## src/rtl/mem_req_arbiter.sv

```systemverilog
// ============================================================================
// Module   : mem_req_arbiter
// Purpose  : Data-priority arbiter merging fetch and data sram-like ports onto
//            one master port, one transaction outstanding at a time.
//            Optional macro ARB_FAIRNESS_EN bounds consecutive data grants.
// Revision : 1.0 - initial release
// ============================================================================
`default_nettype none

module mem_req_arbiter #(
    parameter int ADDR_W       = 32,
    parameter int DATA_W       = 32,
    parameter int MAX_DATA_RUN = 4
) (
    input  logic              clk,
    input  logic              rst,
    input  logic              inst_req,
    input  logic              inst_wr,
    input  logic [1:0]        inst_size,
    input  logic [ADDR_W-1:0] inst_addr,
    input  logic [DATA_W-1:0] inst_wdata,
    output logic              inst_addr_ok,
    output logic              inst_data_ok,
    output logic [DATA_W-1:0] inst_rdata,
    input  logic              data_req,
    input  logic              data_wr,
    input  logic [1:0]        data_size,
    input  logic [ADDR_W-1:0] data_addr,
    input  logic [DATA_W-1:0] data_wdata,
    output logic              data_addr_ok,
    output logic              data_data_ok,
    output logic [DATA_W-1:0] data_rdata,
    output logic              bus_req,
    output logic              bus_wr,
    output logic [1:0]        bus_size,
    output logic [ADDR_W-1:0] bus_addr,
    output logic [DATA_W-1:0] bus_wdata,
    input  logic              bus_addr_ok,
    input  logic              bus_data_ok,
    input  logic [DATA_W-1:0] bus_rdata,
    output logic              busy
);

    typedef enum logic [1:0] {
        ST_IDLE = 2'd0,
        ST_REQ  = 2'd1,
        ST_WAIT = 2'd2
    } state_t;

    state_t            r_state;
    state_t            w_stateNext;
    logic              r_ownerData;
    logic              r_busReq;
    logic              r_busWr;
    logic [1:0]        r_busSize;
    logic [ADDR_W-1:0] r_busAddr;
    logic [DATA_W-1:0] r_busWdata;

    logic              w_forceInst;
    logic              w_grantData;
    logic              w_grantInst;
    logic              w_complete;

    generate
        if (MAX_DATA_RUN < 1) begin : g_paramCheck
            $error("MAX_DATA_RUN must be at least 1");
        end
    endgenerate

`ifdef ARB_FAIRNESS_EN
    localparam int RUN_W = $clog2(MAX_DATA_RUN + 1);
    localparam logic [RUN_W-1:0] c_MAX_RUN = RUN_W'(MAX_DATA_RUN);

    logic [RUN_W-1:0] r_runCnt;

    // Counts data grants that overtook a waiting fetch; cleared once fetch wins or stops asking.
    always_ff @(posedge clk or negedge rst) begin
        if (!rst) begin
            r_runCnt <= '0;
        end else if (r_state == ST_IDLE) begin
            if (w_grantInst || !inst_req) begin
                r_runCnt <= '0;
            end else if (w_grantData) begin
                r_runCnt <= r_runCnt + RUN_W'(1);
            end
        end
    end

    assign w_forceInst = inst_req && (r_runCnt == c_MAX_RUN);
`else
    assign w_forceInst = 1'b0;
`endif

    always_comb begin
        w_grantData = 1'b0;
        w_grantInst = 1'b0;
        if (r_state == ST_IDLE) begin
            if (data_req && !w_forceInst) begin
                w_grantData = 1'b1;
            end else if (inst_req) begin
                w_grantInst = 1'b1;
            end
        end
    end

    // A REQ cycle with both handshakes completes exactly like a WAIT completion.
    assign w_complete = ((r_state == ST_REQ)  && bus_addr_ok && bus_data_ok) ||
                        ((r_state == ST_WAIT) && bus_data_ok);

    always_comb begin
        w_stateNext = r_state;
        case (r_state)
            ST_IDLE: begin
                if (w_grantData || w_grantInst) begin
                    w_stateNext = ST_REQ;
                end
            end
            ST_REQ: begin
                if (bus_addr_ok) begin
                    w_stateNext = bus_data_ok ? ST_IDLE : ST_WAIT;
                end
            end
            ST_WAIT: begin
                if (bus_data_ok) begin
                    w_stateNext = ST_IDLE;
                end
            end
            default: w_stateNext = ST_IDLE;
        endcase
    end

    always_ff @(posedge clk or negedge rst) begin
        if (!rst) begin
            r_state <= ST_IDLE;
        end else begin
            r_state <= w_stateNext;
        end
    end

    always_ff @(posedge clk or negedge rst) begin
        if (!rst) begin
            r_ownerData <= 1'b1;
            r_busReq    <= 1'b0;
            r_busWr     <= 1'b0;
            r_busSize   <= 2'd0;
            r_busAddr   <= '0;
            r_busWdata  <= '0;
        end else begin
            if (w_grantData) begin
                r_ownerData <= 1'b1;
                r_busReq    <= 1'b1;
                r_busWr     <= data_wr;
                r_busSize   <= data_size;
                r_busAddr   <= data_addr;
                r_busWdata  <= data_wdata;
            end else if (w_grantInst) begin
                r_ownerData <= 1'b0;
                r_busReq    <= 1'b1;
                r_busWr     <= inst_wr;
                r_busSize   <= inst_size;
                r_busAddr   <= inst_addr;
                r_busWdata  <= inst_wdata;
            end else if ((r_state == ST_REQ) && bus_addr_ok) begin
                r_busReq    <= 1'b0;
            end
        end
    end

    assign inst_addr_ok = w_grantInst;
    assign data_addr_ok = w_grantData;
    assign inst_data_ok = w_complete && !r_ownerData;
    assign data_data_ok = w_complete &&  r_ownerData;
    assign inst_rdata   = bus_rdata;
    assign data_rdata   = bus_rdata;

    assign bus_req   = r_busReq;
    assign bus_wr    = r_busWr;
    assign bus_size  = r_busSize;
    assign bus_addr  = r_busAddr;
    assign bus_wdata = r_busWdata;
    assign busy      = (r_state != ST_IDLE);

endmodule

`default_nettype wire
```

## config.mk

```make
export PLATFORM = sky130hd
export DESIGN_NAME = mem_req_arbiter
export DESIGN_NICKNAME = d
export VERILOG_FILES = /design/src/rtl/mem_req_arbiter.sv
export SDC_FILE = /design/constraint.sdc
export NUM_CORES = 1
export LEC_CHECK = 0
export CORE_AREA = 2 2 119 121
export DETAILED_ROUTE_END_ITERATION = 10
export DIE_AREA = 0 0 121 123
export HOLD_SLACK_MARGIN = 0.03
export PLACE_DENSITY = 0.75
export SLEW_MARGIN = 5
export SYNTH_ARGS = -nofsm -noshare
export SYNTH_HDL_FRONTEND = slang
export SYNTH_SLANG_ARGS = --single-unit
export TNS_END_PERCENT = 1
```

## constraint.sdc

```tcl
create_clock -name clk -period 1.4 [get_ports clk]
set_input_delay 0.21 -clock clk [delete_from_list [all_inputs] [get_ports clk]]
set_output_delay 0.21 -clock clk [all_outputs]
set_load 0.1 [all_outputs]
```

After elaboration in Yosys (flattened, before gate mapping)
Index checks and enable logic that the tools add are counted.
Widths: inputs -> output; s select.

word-level totals
  register bits after elaboration = 71
  bits of input ports = 172
  output and inout bits = 137
  word-level logic and storage cells = 48

cells by class
  eq/ne operators = 5
  multiplexer cells = 23
  reduce and logical (&&, ||, !) cells = 13

operators with widths
  operator            number
  $mux 32             4
  $mux 1              12
  $mux 2              6
  $pmux 2 s3          1
  $logic_and 1x1->1   5
  $ne 2x2->1 const B  2
  $reduce_bool 2->1   2
  $reduce_and 3->1    1
  $reduce_bool 3->1   1
  $eq 2x1->1 const B  1
  $eq 2x2->1 const B  1
  $logic_not 2->1     1
  $logic_or 1x1->1    2
  $ne 2x1->1 const B  1
  $logic_not 1->1     1

Depth between registers and ports, before layout
  depth after elaboration = 6
  mapped depth = 7
  depth with buffers taken out = 4

Least setup slack after synthesis
No wires, ideal clock.

  path kind = reg2out
  start point = reg r_state[1]
  end point = out inst_data_ok
  arrival = 2.942 ns
  required time = 1.190 ns
  path slack = -1.752 ns
  stages on the path, launching flop included = 5
  buffers on the path = 1
  cells stage by stage = dfrtp_1 > buf_6 > nor2b_1 > mux2i_1 > nor3b_1

on the way
  cells in the longest elaborated chain, start to end = 5
  elaborated cells on any way between the ends = 7
  classes of those cells = eq/ne: 2; reduce/logical: 5

ends and longest elaborated chain
  item                             line  source
  from (decl)                      50    state_t r_state;
  from (signal assigned)           136   r_state <= w_stateNext;
  $eq 2x1->1                       107   assign w_complete = ((r_state == ST_REQ) && bus_addr_ok && bus_data_ok) ||
  $logic_and 1x1->1 (2 in series)  107
  $logic_or 1x1->1 (*)             107
  $logic_and 1x1->1 (*)            171   assign inst_data_ok = w_complete && !r_ownerData;
  to (decl)                        23    output logic inst_data_ok,

Mark *: on every way between the ends. The rest lies on a longest branch, timed or not.

Final worst setup path
  start point = reg r_state[1]
  end point = out data_data_ok

on the way
  cells in the longest elaborated chain, start to end = 5
  elaborated cells on any way between the ends = 7
  classes of those cells = eq/ne: 2; reduce/logical: 5

ends and longest elaborated chain
  item                             line  source
  $eq 2x1->1                       107
  $logic_and 1x1->1 (2 in series)  107
  $logic_or 1x1->1 (*)             107
  $logic_and 1x1->1 (*)            172   assign data_data_ok = w_complete && r_ownerData;
  to (decl)                        31    output logic data_data_ok,

Marks and branches as above.

==> flow_summary.toml <==
[outcome]
outcome = "complete, but fails checks"
violations = "setup timing"

[clock_tree]
htree_levels = 3
cts_tree = "yes"
root_buffer = "clkbuf_16"
clock_sinks = 71
clkTransAtPathRegs_ns = 0.05
clkLatencyLatePin_ns = 0.34
numCtsBuffers = 9
clockBufferDepth = 2

[critical_path]
endpoint = "data_data_ok"
worstPathRequired_ns = 1.19
worstSetupPathType = "register to primary output"
startpoint = "r_state[1]"
reg2reg_from = "r_state[0]"
arrival_ns = 1.56
start_kind = "register"
r2r-end = "bus_wdata[14]"
cp_cell_sequence = "buf_6 -> nor2b_4 -> mux2i_4 -> and3b_2 -> buf_12"
cp_slowest_cell = "dfrtp_1"
endpoint_kind = "primary output"
reg2reg_depth = 6
r2r_setup_slack_ns = -0.03
crit_path_max_incr_delay_ns = 0.39
crit_fanout = 3

[timing]
fin_ws_ns = -0.367
max-slew-margin-rel_pct = 73.3
min_period_ns = 1.77
fin_setup_tns_ns = -1.86
worstMarginPinSlew_ns = 0.401
slew_violations = 0
hold_ws_ns = 0.420
setup_viol = 34
hold_violations = 0
period_share_pct = 126
fin_skew_ns = 0.00316
fmaxAchievable_mhz = 566
grt_setup_unrepaired = "yes"

[logic_synthesis]
synth_area_per_cell_um2 = 10.1
ys_warn_count = 0
postSynthCellCount = 398
seq_area_frac_synth_pct = 44.1
syn_nets = 570
syn_area_um2 = 4030
yosys.area.top_type_share_pct = 43.4
yosysTopAreaCell = "dfrtp_1"
synth_top_cells_by_area = "dfrtp_1 (43%), a32oi_1 (13%), a22oi_1 (12%), buf_4 (12%), nand2_1 (5.8%)"
ys_ff_latch = 71
synth_cell_type_count = 26

[global_routing]
grt_use_total_pct = 18.9
antenna_found_initial = 0
grt_max_degree = 72
grtUsageMet2_pct = 32.7
grt_pass1_wl_mm = 21.6
use_met1_pct = 20.1
grt_use_met3_pct = 6.13
grt_pass1_vias = 4075
grt_overflow = 0
top_usage_layer = "met2"

[die]
rows = 43
dieArea_um2 = 14900
initial_utilization_pct = 29.6
die_h_um = 123
pin_count = 309
die_x_um = 121
core_um2 = 13600

[routing]
drcViolationCount = 0
firstDrtPassIters = 4
antenna_left = 0
viasPerCell = 5.37
dr_total_vias = 3930
drt_iter0_markers = 148
routed_wl_mm = 14.2
wl_per_cell_um = 19.4

[finish]
final_design_area_no_fill_um2 = 7110
final_net_count = 719
drive_gt1_share_pct = 24.8
synthToLayoutAreaGrowth_pct = 76.4
finalNonFillerCells = 732
num_antenna_cells = 0

[placement]
port_buffers = 212
gp_congestion = 0.788
hpwlAfterDp_mm = 10.2
placed_cells = 714
placed_area_um2 = 6730

[power_and_ir_drop]
p_leak_uw = 0.00295
power_density_nw_per_um2 = 2910
ir_drop_v = 0.00164
finalPower_uw = 20700

[job]
drv_cap = 0

[worst_hold_path]
hp-class = "primary input to primary output"
-- flip-flops by register name, indices dropped and copies added, names as in the netlist --
| signal | flops |
|---|---|
| bus_addr | 32 |
| bus_wdata | 32 |
| bus_size | 2 |
| r_state | 2 |
| bus_req | 1 |
| bus_wr | 1 |
| r_ownerData | 1 |
-- routing by layer --
layer / share of wire [%] / wire [um] / vias to the layer above
li1: - / - / 1750
met1: 36 / 5080 / 1932
met4: 5.0 / 709 / 0
met2: 51 / 7290 / 187
met5: 0 / 0 / -
met3: 7.9 / 1130 / 61
-- synth_stat cells (all sizes together) --
library cell / n
clkbuf: 4
a22oi: 67
a32oi: 61
mux2i: 1
a31oi: 6
o21a: 1
o21ai: 7
nand2: 62
dfstp: 1
a21o: 1
and3b: 1
nor2: 5
a211oi: 1
dfrtp: 70
nor3: 1
buf: 96
inv: 3
and2b: 2
nor3b: 3
nor2b: 5
-- worst min path at each step --
stage	startpoint	to	slack, ns	depth (start not counted)
final	bus_rdata[29]	data_rdata[29]	0.42	0
after global routing	bus_rdata[13]	data_rdata[13]	0.42	0
after CTS	bus_rdata[4]	data_rdata[4]	0.42	0
after detailed placement	rst	bus_addr[14]	0.26	2
after global placement	rst	bus_addr[9]	0.25	2
after floorplan	rst	bus_addr[0]	-0.09	0
-- worst max-delay path: cells and delay by family, from the launching register on --
kind,cells,cell delay [ns]
AND/OR/NAND/NOR,2,0.41
flip-flops,1,0.39
buffers and inverters,2,0.32
multiplexers,1,0.10
-- kinds of logic (layout without fill, tap and decap cells) --
family | Yosys count | count (layout) | synth area share, %
AOI/OAI and AO/OA | 144 | 144 | 28.1
buffers and inverters | 103 | 257 | 18.4
DFF | 71 | 71 | 44.1
muxes | 1 | 1 | 0.248
and+or+nand+nor | 79 | 79 | 9.24
-- layout by cell type (no fill, tap or decap), drive strengths merged, types with 2 or more instances in the layout --
master,instances
a31oi,6
o21ai,7
clkbuf,12
dfrtp,70
nor3b,3
a32oi,61
and2b,2
nand2,62
nor2,5
nor2b,5
inv,3
clkdlybuf4s50,138
clkinv,3
a22oi,67
buf,99
-- stage by stage --
step / setup slack (ns) / utilization (%)
3_3_place_gp: -0.244 / 49.5
5_1_grt: -0.421 / 52.3
3_5_place_dp: -0.277 / 49.5
6_report: -0.367 / 52.3
4_1_cts: -0.365 / 51.7
2_1_floorplan: -0.378 / -
-- power breakdown --
part           switching [uW]  internal (uW)  total [uW]
registers                1410           3030        4440
logic                    9000           5150       14200
clock network             869           1240        2110
total                   11300           9420       20700
-- final cells by class --
type,count,area (um^2)
multi-input combinational,224,1610
clock buffer,12,246
clock inverter,4,22.5
inverter,3,11.3
timing repair buffer,238,3220
sequential,71,1780
tap,180,225
fill,1178,6500
-- repair_timing --
item | 4_1_cts | 5_1_grt
gates resized for setup | 5 | 15
endpoints found under the hold margin | 70 | 0
setup buffers | 1 | 0
endpoints found under the setup margin | 69 | 73
hold buffers | 1 | 0
gates cloned | 0 | 0
pin swaps | 2 | 1
Note: power is estimated with default switching activity, not from simulation.
